--- src/rtl/uart_receiver.sv ---
// UART receive stage: 16x oversampled, false-start rejection, optional parity,
// stop-bit checking and one-clk result pulses for the RX FIFO and status register.
module uart_receiver #(
    parameter int DATA_BITS     = 8,
    parameter int STOP_BIT_TICK = 16,
    parameter int PARITY_EN     = 0,
    parameter int PARITY_ODD    = 0
) (
    input  logic                 clk,
    input  logic                 arst_n,
    input  logic                 rx,
    input  logic                 tick,
    input  logic                 rx_full,
    output logic [DATA_BITS-1:0] dout,
    output logic                 rx_done_tick,
    output logic                 overrun_error,
    output logic                 frame_error,
    output logic                 parity_error,
    output logic                 rx_idle
);

    localparam int S_W = $clog2(STOP_BIT_TICK);
    localparam int N_W = $clog2(DATA_BITS);

    typedef enum logic [2:0] {
        ST_IDLE,
        ST_START,
        ST_DATA,
        ST_PARITY,
        ST_STOP,
        ST_BREAK
    } state_t;

    state_t               state_q, state_d;
    logic [S_W-1:0]       s_q, s_d;
    logic [N_W-1:0]       n_q, n_d;
    logic [DATA_BITS-1:0] b_q, b_d;
    logic                 p_err_q, p_err_d;
    logic [DATA_BITS-1:0] dout_d;
    logic                 done_d, ovr_d, frm_d, par_d;
    logic                 rx_meta, rx_s;

    // NOTE: sequential state uses non-blocking assignments only, so every flop
    // samples the values from before the edge regardless of statement order.
    always_ff @(posedge clk or negedge arst_n) begin
        if (!arst_n) begin
            rx_meta       <= 1'b1;
            rx_s          <= 1'b1;
            state_q       <= ST_IDLE;
            s_q           <= '0;
            n_q           <= '0;
            b_q           <= '0;
            p_err_q       <= 1'b0;
            dout          <= '0;
            rx_done_tick  <= 1'b0;
            overrun_error <= 1'b0;
            frame_error   <= 1'b0;
            parity_error  <= 1'b0;
            rx_idle       <= 1'b1;
        end else begin
            rx_meta       <= rx;
            rx_s          <= rx_meta;
            state_q       <= state_d;
            s_q           <= s_d;
            n_q           <= n_d;
            b_q           <= b_d;
            p_err_q       <= p_err_d;
            dout          <= dout_d;
            rx_done_tick  <= done_d;
            overrun_error <= ovr_d;
            frame_error   <= frm_d;
            parity_error  <= par_d;
            rx_idle       <= (state_d == ST_IDLE);
        end
    end

    // NOTE: every signal driven here gets a default first, so no path can
    // leave one unassigned and infer a latch.
    always_comb begin
        state_d = state_q;
        s_d     = s_q;
        n_d     = n_q;
        b_d     = b_q;
        p_err_d = p_err_q;
        dout_d  = dout;
        done_d  = 1'b0;
        ovr_d   = 1'b0;
        frm_d   = 1'b0;
        par_d   = 1'b0;

        case (state_q)
            ST_IDLE: begin
                // Start detection is not tick-gated, to catch the edge promptly.
                if (!rx_s) begin
                    state_d = ST_START;
                    s_d     = '0;
                end
            end
            ST_START: begin
                if (tick) begin
                    if (s_q == S_W'(7)) begin
                        if (!rx_s) begin
                            state_d = ST_DATA;
                            s_d     = '0;
                            n_d     = '0;
                            p_err_d = 1'b0;
                        end else begin
                            state_d = ST_IDLE;
                        end
                    end else begin
                        s_d = s_q + 1'b1;
                    end
                end
            end
            ST_DATA: begin
                if (tick) begin
                    if (s_q == S_W'(15)) begin
                        s_d = '0;
                        b_d = {rx_s, b_q[DATA_BITS-1:1]};
                        if (n_q == N_W'(DATA_BITS - 1)) begin
                            state_d = (PARITY_EN != 0) ? ST_PARITY : ST_STOP;
                        end else begin
                            n_d = n_q + 1'b1;
                        end
                    end else begin
                        s_d = s_q + 1'b1;
                    end
                end
            end
            ST_PARITY: begin
                if (tick) begin
                    if (s_q == S_W'(15)) begin
                        s_d     = '0;
                        p_err_d = rx_s ^ (^b_q) ^ (PARITY_ODD != 0);
                        state_d = ST_STOP;
                    end else begin
                        s_d = s_q + 1'b1;
                    end
                end
            end
            ST_STOP: begin
                if (tick) begin
                    if (s_q == S_W'(STOP_BIT_TICK - 1)) begin
                        s_d = '0;
                        if (!rx_s) begin
                            frm_d   = 1'b1;
                            state_d = ST_BREAK;
                        end else if (p_err_q) begin
                            par_d   = 1'b1;
                            state_d = ST_IDLE;
                        end else if (rx_full) begin
                            ovr_d   = 1'b1;
                            dout_d  = b_q;
                            state_d = ST_IDLE;
                        end else begin
                            done_d  = 1'b1;
                            dout_d  = b_q;
                            state_d = ST_IDLE;
                        end
                    end else begin
                        s_d = s_q + 1'b1;
                    end
                end
            end
            ST_BREAK: begin
                // A line held low yields one frame_error, not a stream of frames.
                if (rx_s) state_d = ST_IDLE;
            end
            default: state_d = ST_IDLE;
        endcase
    end

endmodule

--- config.mk ---
export PLATFORM = sky130hd
export DESIGN_NAME = uart_receiver
export DESIGN_NICKNAME = d
export VERILOG_FILES = /design/src/rtl/uart_receiver.sv
export SDC_FILE = /design/constraint.sdc
export NUM_CORES = 1
export LEC_CHECK = 0
export BUFFER_PORTS_ARGS = -buffer_cell sky130_fd_sc_hd__buf_2
export CORE_AREA = 2 2 43 84
export DETAILED_ROUTE_END_ITERATION = 6
export DIE_AREA = 0 0 45 86
export GPL_ROUTABILITY_DRIVEN = 0
export HOLD_SLACK_MARGIN = 0.15
export PLACE_DENSITY = 0.74
export SLEW_MARGIN = 20
export SYNTH_ARGS = -nofsm -noshare
export SYNTH_HDL_FRONTEND = slang
export SYNTH_SLANG_ARGS = --single-unit
export TNS_END_PERCENT = 20
--- constraint.sdc ---
create_clock -name clk -period 2.4 [get_ports clk]
set_input_delay 0 -clock clk [delete_from_list [all_inputs] [get_ports clk]]
set_output_delay 0 -clock clk [all_outputs]
set_load 0.01 [all_outputs]
Yosys cells after proc, flatten, opt, wreduce, memory -nomap -nowiden:

Index checks and enable logic that the tools add are counted.

* add/subtract/negate cells: 2
* bitwise operators: 2
* eq/ne operators: 17
* reductions and logical operators: 12
* multiplexer cells: 54

Operator list (count)
* 2-to-1 mux 3 bit: 18
* 2-to-1 mux 1 bit: 26
* 2-to-1 mux 4 bit: 5
* case mux 3 bit (6 select lines): 1
* != test 2 bit (second input constant): 8
* case mux 4 bit (3 select lines): 1
* == test 3 bit (second input constant): 3
* parity 8 bit: 1
* AND reduction 7 bit: 1
* == test 3 x 2 -> 1 bit (second input constant): 2
* logical NOT 3 bit: 2
* case mux 3 bit (2 select lines): 1
* AND reduction 3 bit: 2
* AND reduction 6 bit: 1
* AND reduction 5 bit: 1
* adder 4 x 1 -> 4 bit (second input constant): 1
* == test 4 x 3 -> 1 bit (second input constant): 1
* == test 4 bit (second input constant): 1
* nonzero test 2 bit: 2
* adder 3 x 1 -> 3 bit (second input constant): 1
* == test 3 x 1 -> 1 bit (second input constant): 1
* nonzero test 3 bit: 1
* OR reduction 3 bit: 1
* 2-to-1 mux 2 bit: 1
* 4 further kinds: 4

* output and inout port bits: 13
* bits in registers: 34
* bits of input ports: 5

Logic depth before layout (Yosys ltp):

Gate-level depths: netlist of the first run.

* depth in word-level cells: 6
* depth in mapped cells: 6
* gate-level depth less buffers: 6

Least setup slack after synthesis of the first run:

No wires, ideal clock.

* kind: reg2reg
* from: register s_q[0]
* to: register b_q[0]
* arrival time: 1556 ps
* period minus slack after synthesis: 1680 ps
* cell stages (with the launch flop): 6
* setup slack: 720 ps
* path buffers: 0
* setup time: 125 ps
* required time: 2275 ps
* cell sequence: dfrtp_1 -> ha_1 -> and3_4 -> nand2_4 -> nor3_4 -> mux2_2

* word-level cells in the longest chain between the ends: 2

Ends and longest elaborated chain
* start: declaration: line 35 `logic [S_W-1:0] s_q, s_d;`
* start signal: assignment: line 50 `s_q <= '0;`
* start signal: assignment: line 64 `s_q <= s_d;`
* == test 4 bit: line 117 `if (s_q == S_W'(15)) begin`
* AND reduction 3 bit (no source line)
* end signal: assignment: line 52 `b_q <= '0;`
* end signal: assignment: line 66 `b_q <= b_d;`
* end: declaration: line 37 `logic [DATA_BITS-1:0] b_q, b_d;`

No other way between the ends.
A chain may end at the register's enable or synchronous reset.

Worst setup path after layout of the first run:

* from: register state_q[0]
* to: register dout[5]

* word-level cells in the longest chain between the ends: 2

Ends and longest elaborated chain
* start: declaration: line 34 `state_t state_q, state_d;`
* start signal: assignment: line 63 `state_q <= state_d;`
* == test 3 bit: line 91 `case (state_q)`
* AND reduction 5 bit (no source line)
* end signal: assignment: line 68 `dout <= dout_d;`
* end: declaration: line 14 `output logic [DATA_BITS-1:0] dout,`

No other way between the ends.

==> results of run 1 <==
routing by layer:
layer / vias up / GRT usage [%] / routed length (µm)
met5: - / 0 / 0
met4: 0 / 10.16 / 125
met3: 10 / 3.579 / 119
met2: 36 / 32.99 / 1809
met1: 621 / 23.03 / 1275
li1: 589 / - / -
worst register-to-register path: cells and delay by family (launching register included):
kind             cells  cell delay (ns)
AND/OR/NAND/NOR      3             0.85
multiplexers         1             0.37
flip-flops           1             0.63
power groups by stage:
stage | Clock [mW] | Sequential (mW) | Combinational (mW)
after global routing | 0.442 | 0.844 | 0.583
after global placement | 0 | 0.823 | 0.488
after CTS | 0.419 | 0.818 | 0.517
after detailed placement | 0 | 0.829 | 0.508
after floorplan | 0 | 0.733 | 0.503
final | 0.407 | 0.823 | 0.515
timing repair:
item / 4_1_cts / 5_1_grt
hold buffers: 4 / 0
gates resized for setup: 0 / 0
hold endpoints to repair: 36 / 0
metrics by stage:
stage          cells  instance area, µm²  hold WS (ns)  setup WS, ns  utilization, %
2_1_floorplan    152                1752       -0.2956        0.7196               -
3_3_place_gp     194                1843       0.09297        0.5233           57.72
3_5_place_dp     194                1843        0.1033        0.4695           57.72
4_1_cts          206                1969        0.3381        0.4690           61.68
5_1_grt          206                1969        0.3586        0.3142           61.68
6_report         206                1969        0.2990        0.4460           61.68
sequential cells by signal, summed over array words and instances, names as in the netlist, 3 cells and up:
register  flops
b_q           8
dout          8
s_q           4
n_q           3
state_q       3
cells in the mapped netlist, types with 4 or more instances:
| cell | n | area [µm²] |
|---|---|---|
| xnor2_1 | 5 | 43.79 |
| dfrtp_1 | 31 | 775.7 |
| inv_1 | 7 | 26.28 |
| nand3_1 | 6 | 30.03 |
| nor3_1 | 4 | 20.02 |
| nor2_1 | 7 | 26.28 |
| buf_2 | 4 | 20.02 |
| a21oi_1 | 5 | 25.02 |
| o21ai_0 | 6 | 30.03 |
| nand2_1 | 6 | 22.52 |
| mux2_2 | 18 | 202.7 |
cell families (layout without fill, tap and decap cells):
logic type | after synthesis | after routing
buffers and inverters | 14 | 37
and+or+nand+nor | 42 | 42
xor gates and xnor gates | 8 | 8
DFF | 34 | 34
adders and majority gates | 4 | 4
AOI/OAI and AO/OA | 30 | 30
muxes | 20 | 20
cells in the final DEF (no fill, tap or decap), drive strengths merged, types with 3 or more instances in the layout:
cell type | synthesis | layout
ha | 3 | 3
a32o | 3 | 3
nor2b | 3 | 3
clkbuf | 2 | 6
nor3 | 5 | 5
nand3 | 6 | 6
o21ai | 6 | 6
mux2 | 18 | 18
nand2 | 7 | 7
xnor2 | 5 | 5
o22ai | 3 | 3
nor2 | 8 | 8
dlygate4sd3 | 0 | 4
dfstp | 3 | 3
a21oi | 5 | 5
dfrtp | 31 | 31
buf | 5 | 18
inv | 7 | 7
final cells by class:
| class | count | area (µm²) |
|---|---|---|
| fillers | 275 | 1224 |
| inverters | 7 | 26.28 |
| clock buffers | 6 | 72.57 |
| well taps | 31 | 38.79 |
| repair buffers | 22 | 132.6 |
| flip-flops and latches | 34 | 854.6 |
| multi-input cells | 104 | 830.8 |
| clock inverters | 2 | 13.76 |
path summary, 6_finish.rpt:
check                            from  cells past startpoint          end  slack, ns
max in group asynchronous      arst_n                      2       s_q[3]       1.64
min in group clk                   rx                      2      rx_meta       0.36
hold reg to reg               rx_meta                      0         rx_s       0.37
setup / recovery           state_q[0]                      4      dout[5]       0.45
setup reg to reg           state_q[0]                      4      dout[5]       0.45
hold / removal                 arst_n                      2  frame_error       0.30
==> metrics.csv, run 1 <==
metric,value,unit
Worst EP arrival,2.12,ns
GRT overflow,0,
DRC viols,0,
share of layout cells above drive strength 1,30.29,%
sequential power share,47.2,%
WL per Instance,16.16,µm
clock network power share,23.3,%
post-synthesis to final-layout area growth,12.43,%
PD cells,886.4,nW/µm²
Setup crit start kind,flop,
DP HPWL,2.442,mm
"CP delay by family, top",simple AND/OR/NAND/NOR gates,
die area,3870,µm²
crit-path max FO,22,
relative slew slack,52.64,%
internal power,1.117,mW
WL final,3.329,mm
dominant synthesized flop cell,dfrtp_1,
Synth Register Bits,34,
# setup viols final,0,
cells after synthesis,152,
Max clock buf depth,2,
max_cap viols,0,
post-synthesis mux area share,12.71,%
RSZ-0062 raised after global routing,no,
postcts setup bufs,0,
CTS Root Cell,clkbuf_8,
YS warnings,0,
Final Max Slew Viols,0,
io pins,18,
TritonCTS Buffers,5,
sw power,628.8,µW
Crit Path Category,reg2reg,
setup TNS,0,ns
register area share after synthesis,48.79,%
Worst setup EP type,flop,
"Clk pin slew, worst setup/hold paths",0.07,ns
"slowest stage delay, CP",0.63,ns
Initial DRC Count,34,
"Hold Violations, Final",0,
post-synthesis adder-cell area fraction,2.786,%
Antenna Violating Nets Remaining,0,
leakage power,0.9752,nW
"Net Count, Synth",160,
Synth Area per Inst,11.52,µm²
initial antenna violation count,0,
Async SR Flop Fraction,100.0,%
gr usage total,19.74,%
Post-synth EDFFs,0,
vias in the first global route,1272,
Mapped Area,1752,µm²
max frequency,0.5118,GHz
CTS tree,yes,
Worst Hold Class,in2async,
slew of the pin with the lowest slew margin,0.7103,ns
first-pass GRT wire length,5.664,mm
Clock Sinks,34,
vias per cell,6.097,
# diodes,0,
final-stage net count,182,
Max VDD drop,690.1,µV
H-tree depth,2,
largest net degree at the start of global routing,35,
largest family of logic cells by synthesized area,simple AND/OR/NAND/NOR gates,
initial core utilization,54.86,%
Simple-Gate Fraction of Synth Area,15.29,%
Cell variety after synth,47,
sw frac,36.02,%
Required @ worst endpoint,2.57,ns
Die Wd,45,µm
port bufs,17,
Final Cycle Share,81.41,%
die height,86,µm
fin crit period,1.954,ns
Critical-path top delay cell,dfrtp_1,
status,"finished, final reports clean",
Final Power,1.746,mW
buffers and inverters on the worst path,0,
XOR/XNOR Fraction of Synth Area,4.786,%
Final Skew,0.005897,ns
combinational power share,29.5,%
# rows,29,
insertion delay to the later sink of the worst-skew pair,0.28,ns
drt first pass iters,4,
core area,3193,µm²
vias,1256,
cells along the critical path,nor3b_2 > nand3_1 > nor2_4 > mux2_2,
Compound-Gate Fraction of Synth Area,11.86,%
(Power assumes the default switching activity.)
==> run 2: changes to the inputs <==
- ABC_AREA: unset -> 1
- CORE_AREA: 2 2 43 84 -> 2 2 46 90
- DIE_AREA: 0 0 45 86 -> 0 0 48 92
- PLACE_DENSITY: 0.74 -> 0.71
- clock period: 2.4 -> 1.7 ns (I/O delays scaled with it)
==> metrics.csv, run 2 <==
metric,value,unit,change
status,"finished, final reports clean",,unchanged
first-pass GRT wire length,6.858,mm,was 5.664 mm
# rows,32,,was 29
die area,4416,µm²,was 3870 µm²
cells after synthesis,230,,was 152
Max VDD drop,830.0,µV,was 690.1 µV
port bufs,17,,unchanged
initial core utilization,48.39,%,was 54.86%
TritonCTS Buffers,5,,unchanged
Crit Path Category,reg2reg,,unchanged
RSZ-0062 raised after global routing,no,,unchanged
YS warnings,0,,unchanged
"Net Count, Synth",238,,was 160
DRC viols,0,,unchanged
CTS tree,yes,,unchanged
core area,3804,µm²,was 3193 µm²
WL per Instance,12.99,µm,was 16.16 µm
most frequent cells in the layout,"nand2_1, dfrtp_1, inv_1",,"was dfrtp_1, mux2_2, buf_2"
Mapped Area,1841,µm²,was 1752 µm²
Die Wd,48,µm,was 45 µm
"Hold Violations, Final",0,,unchanged
Worst EP arrival,1.70,ns,was 2.12 ns
Required @ worst endpoint,1.87,ns,was 2.57 ns
Post-synth EDFFs,0,,unchanged
# diodes,0,,unchanged
post-synthesis to final-layout area growth,16.93,%,was 12.43%
most frequent cell after synthesis,nand2_1,,was dfrtp_1
CTS Root Cell,clkbuf_8,,unchanged
leakage power,1.072,nW,was 0.9752 nW
relative slew slack,49.96,%,was 52.64%
Worst Hold Class,in2async,,unchanged
GRT overflow,0,,unchanged
fin crit period,1.523,ns,was 1.954 ns
Clock Sinks,34,,unchanged
Max clock buf depth,2,,unchanged
PD cells,1178,nW/µm²,was 886.4 nW/µm²
Async SR Flop Fraction,100.0,%,unchanged
Initial DRC Count,54,,was 34
initial antenna violation count,0,,unchanged
Antenna Violating Nets Remaining,0,,unchanged
ranking of synthesized cells by area,"dfrtp_1, nand2_1, nand3_1",,"was dfrtp_1, mux2_2, dfstp_2"
drt first pass iters,4,,unchanged
"slowest stage delay, CP",0.39,ns,was 0.63 ns
vias,1575,,was 1256
"most used cell, CP",nand2_1,,
H-tree depth,2,,unchanged
"most common cell after layout, fill and taps aside",nand2_1,,was dfrtp_1
Setup crit start kind,flop,,unchanged
register area share after synthesis,46.43,%,was 48.79%
insertion delay to the later sink of the worst-skew pair,0.29,ns,was 0.28 ns
Synth Register Bits,34,,unchanged
Synth Area per Inst,8.002,µm²,was 11.52 µm²
gr usage total,21.94,%,was 19.74%
vias in the first global route,1572,,was 1272
max_cap viols,0,,unchanged
Final Cycle Share,89.62,%,was 81.41%
Critical-path top delay cell,dfrtp_1,,unchanged
WL final,4.079,mm,was 3.329 mm
dominant synthesized flop cell,dfrtp_1,,unchanged
io pins,18,,unchanged
area share of the largest cell type after synthesis,42.15,%,was 44.29%
slew of the pin with the lowest slew margin,0.7505,ns,was 0.7103 ns
Worst R2R Path Depth,8,,was 4
"area leader, netlist",dfrtp_1,,unchanged
cells along the critical path,inv_2 > nor2_1 > nand2_1 > nand3_1 > a21oi_4 > o21ai_0 > nand2_1 > nand2_1,,was nor3b_2 > nand3_1 > nor2_4 > mux2_2
DP HPWL,2.932,mm,was 2.442 mm
Final Max Slew Viols,0,,unchanged
top post-synthesis cells by count,"nand2_1, dfrtp_1, inv_1",,"was dfrtp_1, mux2_2, inv_1, nor2_1"
vias per cell,5.016,,was 6.097
max frequency,0.6564,GHz,was 0.5118 GHz
setup TNS,0,ns,unchanged
Final Skew,0.01169,ns,was 0.005897 ns
crit-path max FO,8,,was 22
largest net degree at the start of global routing,35,,unchanged
share of layout cells above drive strength 1,22.05,%,was 30.29%
Final Power,2.536,mW,was 1.746 mW
die height,92,µm,was 86 µm
top flop regs,"b_q x8, dout x8, s_q x4",,unchanged
Worst setup EP type,flop,,unchanged
# setup viols final,0,,unchanged
final-stage net count,270,,was 182
"Clk pin slew, worst setup/hold paths",0.07,ns,about the same
Cell variety after synth,30,,was 47
[run 2: changes by cell type after synthesis, sizes merged, moves of 4 or more]
cell	previous run	this run
nand2	7	81
nand3	6	21
nor3	5	1
xnor2	5	1
mux2	18	0
o21ai	6	28
inv	7	26
nor2	8	16
[run 2: critical path: cells and delay by family, from the launching register on]
family / cells / cell delay, ns
AO/OA/AOI/OAI: 2 / 0.38
buffers and inverters: 1 / 0.15
flip-flops: 1 / 0.39
AND/OR/NAND/NOR: 5 / 0.48
[run 2: metal layers]
layer / vias to the layer above / part of all wire (%) / GRT usage, %
li1: 799 / - / -
met1: 731 / 36 / 23.17
met2: 30 / 57 / 36.78
met3: 15 / 3.0 / 5.315
met4: 0 / 4.0 / 11.94
met5: - / 0 / 0
[run 2: timing repair]
| action | in CTS | in global routing |
|---|---|---|
| endpoints found under the hold margin | 37 | 0 |
| resized for setup | 0 | 3 |
| endpoints found under the setup margin | 0 | 12 |
| buffers inserted | 0 | 5 |
| hold buffers | 4 | 0 |
[run 2: per-stage QoR]
stage	utilization (%)	setup slack, ns	hold WS [ns]	cells	area, µm²
after floorplan	-	0.2774	-0.2956	230	1841
after global placement	51.97	0.1270	0.1055	297	1977
after detailed placement	51.97	0.09544	0.1066	297	1977
after CTS	55.20	0.09032	0.3455	309	2100
after global routing	56.58	0.02468	0.3670	314	2152
final	56.58	0.1765	0.3005	314	2152
[run 2: path summary, 6_finish.rpt]
check	startpoint	to	slack (ns)
setup / recovery	state_q[0]	s_q[1]	0.18
hold / removal	arst_n	frame_error	0.30
setup reg to reg	state_q[0]	s_q[1]	0.18
hold reg to reg	rx_meta	rx_s	0.37
max in group asynchronous	arst_n	dout[5]	0.90
min in group clk	rx	rx_meta	0.36
[run 2: cell families after synthesis]
kind of cell | share of synthesized area (%)
fa+ha+maj | 2.040
compound gates | 12.17
simple gates | 30.46
buf+inv | 7.954
flops | 46.43
xor+xnor | 0.9519
[run 2: power breakdown]
part / total [mW] / switching, mW / internal [mW]
Combinational: 0.963 / 0.631 / 0.332
Sequential: 0.997 / 0.0860 / 0.911
Clock: 0.576 / 0.292 / 0.284
Total: 2.54 / 1.01 / 1.53
[run 2: layout make-up]
type | instances | area [µm²]
Clock buffer | 6 | 72.57
Clock inverter | 2 | 10.01
Fill cell | 367 | 1652
Inverter | 28 | 111.4
Multi-Input combinational cell | 164 | 842.1
Sequential cell | 34 | 854.6
Tap cell | 51 | 63.81
Timing Repair Buffer | 29 | 197.7
==> run 3: changes to the inputs <==
- CORE_AREA: 2 2 46 90 -> 2 2 66 62
- DIE_AREA: 0 0 48 92 -> 0 0 68 64
- PLACE_DENSITY: 0.71 -> 0.72
==> metrics.csv, run 3 (synthesized netlist as in run 2, its figures left out) <==
metric,value,unit,change
post-synthesis to final-layout area growth,15.36,%,was 16.93%
Clock Sinks,34,,unchanged
drt first pass iters,4,,unchanged
vias in the first global route,1521,,was 1572
Critical-path top delay cell,dfrtp_1,,unchanged
final-stage net count,265,,was 270
CTS tree,yes,,unchanged
io pins,18,,unchanged
initial core utilization,50.76,%,was 48.39%
Antenna Violating Nets Remaining,0,,unchanged
vias per cell,5.253,,was 5.016
# rows,21,,was 32
placed cell count,291,,was 297
TritonCTS Buffers,5,,unchanged
area of the multi-input gates,844.6,µm²,was 842.1 µm²
status,"finished, final reports clean",,unchanged
Initial DRC Count,148,,was 54
Max clock buf depth,2,,unchanged
die area,4352,µm²,was 4416 µm²
Worst Hold Class,in2async,,unchanged
fin util,58.56,%,was 56.58%
"most common cell after layout, fill and taps aside",nand2_1,,unchanged
cells along the critical path,ha_2 > nand2_2 > clkinv_2 > nand2_1 > o21ai_1 > nand3_1 > o21ai_0 > nand2_1,,was inv_2 > nor2_1 > nand2_1 > nand3_1 > a21oi_4 > o21ai_0 > nand2_1 > nand2_1
initial antenna violation count,0,,unchanged
"slowest stage delay, CP",0.42,ns,was 0.39 ns
Die Wd,68,µm,was 48 µm
Filler cells,354,,was 367
crit-path max FO,5,,was 8
max frequency,0.6283,GHz,was 0.6564 GHz
gr usage total,19.93,%,was 21.94%
slew of the pin with the lowest slew margin,0.7394,ns,was 0.7505 ns
CTS Root Cell,clkbuf_8,,unchanged
WL final,3.682,mm,was 4.079 mm
Crit Path Category,reg2reg,,unchanged
final std cells w/o fill,304,,was 314
max_cap viols,0,,unchanged
Final Max Slew Viols,0,,unchanged
Final Power,2.554,mW,was 2.536 mW
DP HPWL,2.649,mm,was 2.932 mm
insertion delay to the later sink of the worst-skew pair,0.29,ns,about the same
most frequent cells in the layout,"nand2_1, dfrtp_1, inv_1",,unchanged
core area,3626,µm²,was 3804 µm²
Setup crit start kind,flop,,unchanged
Crit Reg-Reg Startpoint,s_q[0],,was state_q[0]
Required @ worst endpoint,1.88,ns,was 1.87 ns
RSZ-0062 raised after global routing,yes,,was no
Final Skew,0.008467,ns,was 0.01169 ns
Worst R2R Path Depth,8,,unchanged
die height,64,µm,was 92 µm
post-route setup slack,0.1084,ns,was 0.1765 ns
"reg-to-reg slack, setup",0.11,ns,was 0.18 ns
top flop regs,"b_q x8, dout x8, s_q x4",,unchanged
Max VDD drop,541.8,µV,was 830.0 µV
relative slew slack,50.71,%,was 49.96%
# setup viols final,0,,unchanged
"Clk pin slew, worst setup/hold paths",0.08,ns,was 0.07 ns
WL per Instance,12.11,µm,was 12.99 µm
Worst setup EP type,flop,,unchanged
GRT overflow,0,,unchanged
port bufs,17,,unchanged
H-tree depth,2,,unchanged
"Hold Violations, Final",0,,unchanged
largest net degree at the start of global routing,35,,unchanged
Reg-to-Reg End,p_err_q,,was s_q[1]
vias,1597,,was 1575
DRC viols,0,,unchanged
FF+latch area,854.6,µm²,unchanged
PD cells,1203,nW/µm²,was 1178 nW/µm²
Final Cycle Share,93.62,%,was 89.62%
fin crit period,1.592,ns,was 1.523 ns
leakage power,1.052,nW,was 1.072 nW
share of layout cells above drive strength 1,21.32,%,was 22.05%
"most used cell, CP",nand2_1,,unchanged
# diodes,0,,unchanged
dpl ws,0.05554,ns,was 0.09544 ns
first-pass GRT wire length,6.499,mm,was 6.858 mm
Worst EP arrival,1.77,ns,was 1.70 ns
## run 3: worst max-delay path: cells and delay by family (launching register included)
kind                       cells  cell delay, ns
and+or+nand+nor                4            0.36
adders and majority gates      1            0.23
DFF                            1            0.42
buffers and inverters          1            0.08
AOI/OAI and AO/OA              2            0.38
## run 3: per-stage QoR
stage | instance area (µm²) | TNS [ns] | hold slack, ns
after floorplan | 1841 | 0 | -0.2956
after global placement | 1963 | 0 | 0.1065
after detailed placement | 1963 | 0 | 0.1067
after CTS | 2098 | 0 | 0.3299
after global routing | 2123 | -0.03539 | 0.3497
final | 2123 | 0 | 0.2987
## run 3: routing by layer
metal	share of wire [%]	vias up	track usage (%)
li1	-	793	-
met1	45	746	25.46
met2	47	49	32.04
met3	5.7	9	4.754
met4	1.8	0	8.000
met5	0	-	0
## run 3: worst max path at each step
| stage | from | to | slack [ns] |
|---|---|---|---|
| CTS | s_q[0] | dout[5] | 0.04 |
| finish | s_q[0] | p_err_q | 0.11 |
| detailed placement | s_q[0] | dout[5] | 0.06 |
| global route | s_q[0] | rx_idle | -0.04 |
| global placement | s_q[0] | dout[7] | 0.14 |
| floorplan | s_q[0] | b_q[5] | 0.28 |
## run 3: power breakdown
part,switching (mW),leakage [nW],total [mW],internal (mW)
logic,0.600,0.550,0.916,0.316
registers,0.0896,0.455,1.00,0.911
clock network,0.313,0.0472,0.639,0.325
total,1.00,1.05,2.55,1.55
## run 3: timing repair
action | in CTS | in global routing
setup endpoints to repair | 0 | 14
hold buffers | 4 | 0
hold endpoints to repair | 37 | 0
setup buffers | 0 | 1
gates resized for setup | 0 | 3
## run 3: cell type report
| cell class | count | share of cell area, % |
|---|---|---|
| well taps | 46 | 2.711 |
| flip-flops and latches | 34 | 40.25 |
| inverters | 28 | 5.245 |
| clock buffers | 6 | 3.889 |
| multi-input cells | 164 | 39.78 |
| clock inverters | 2 | 0.5893 |
| repair buffers | 24 | 7.543 |
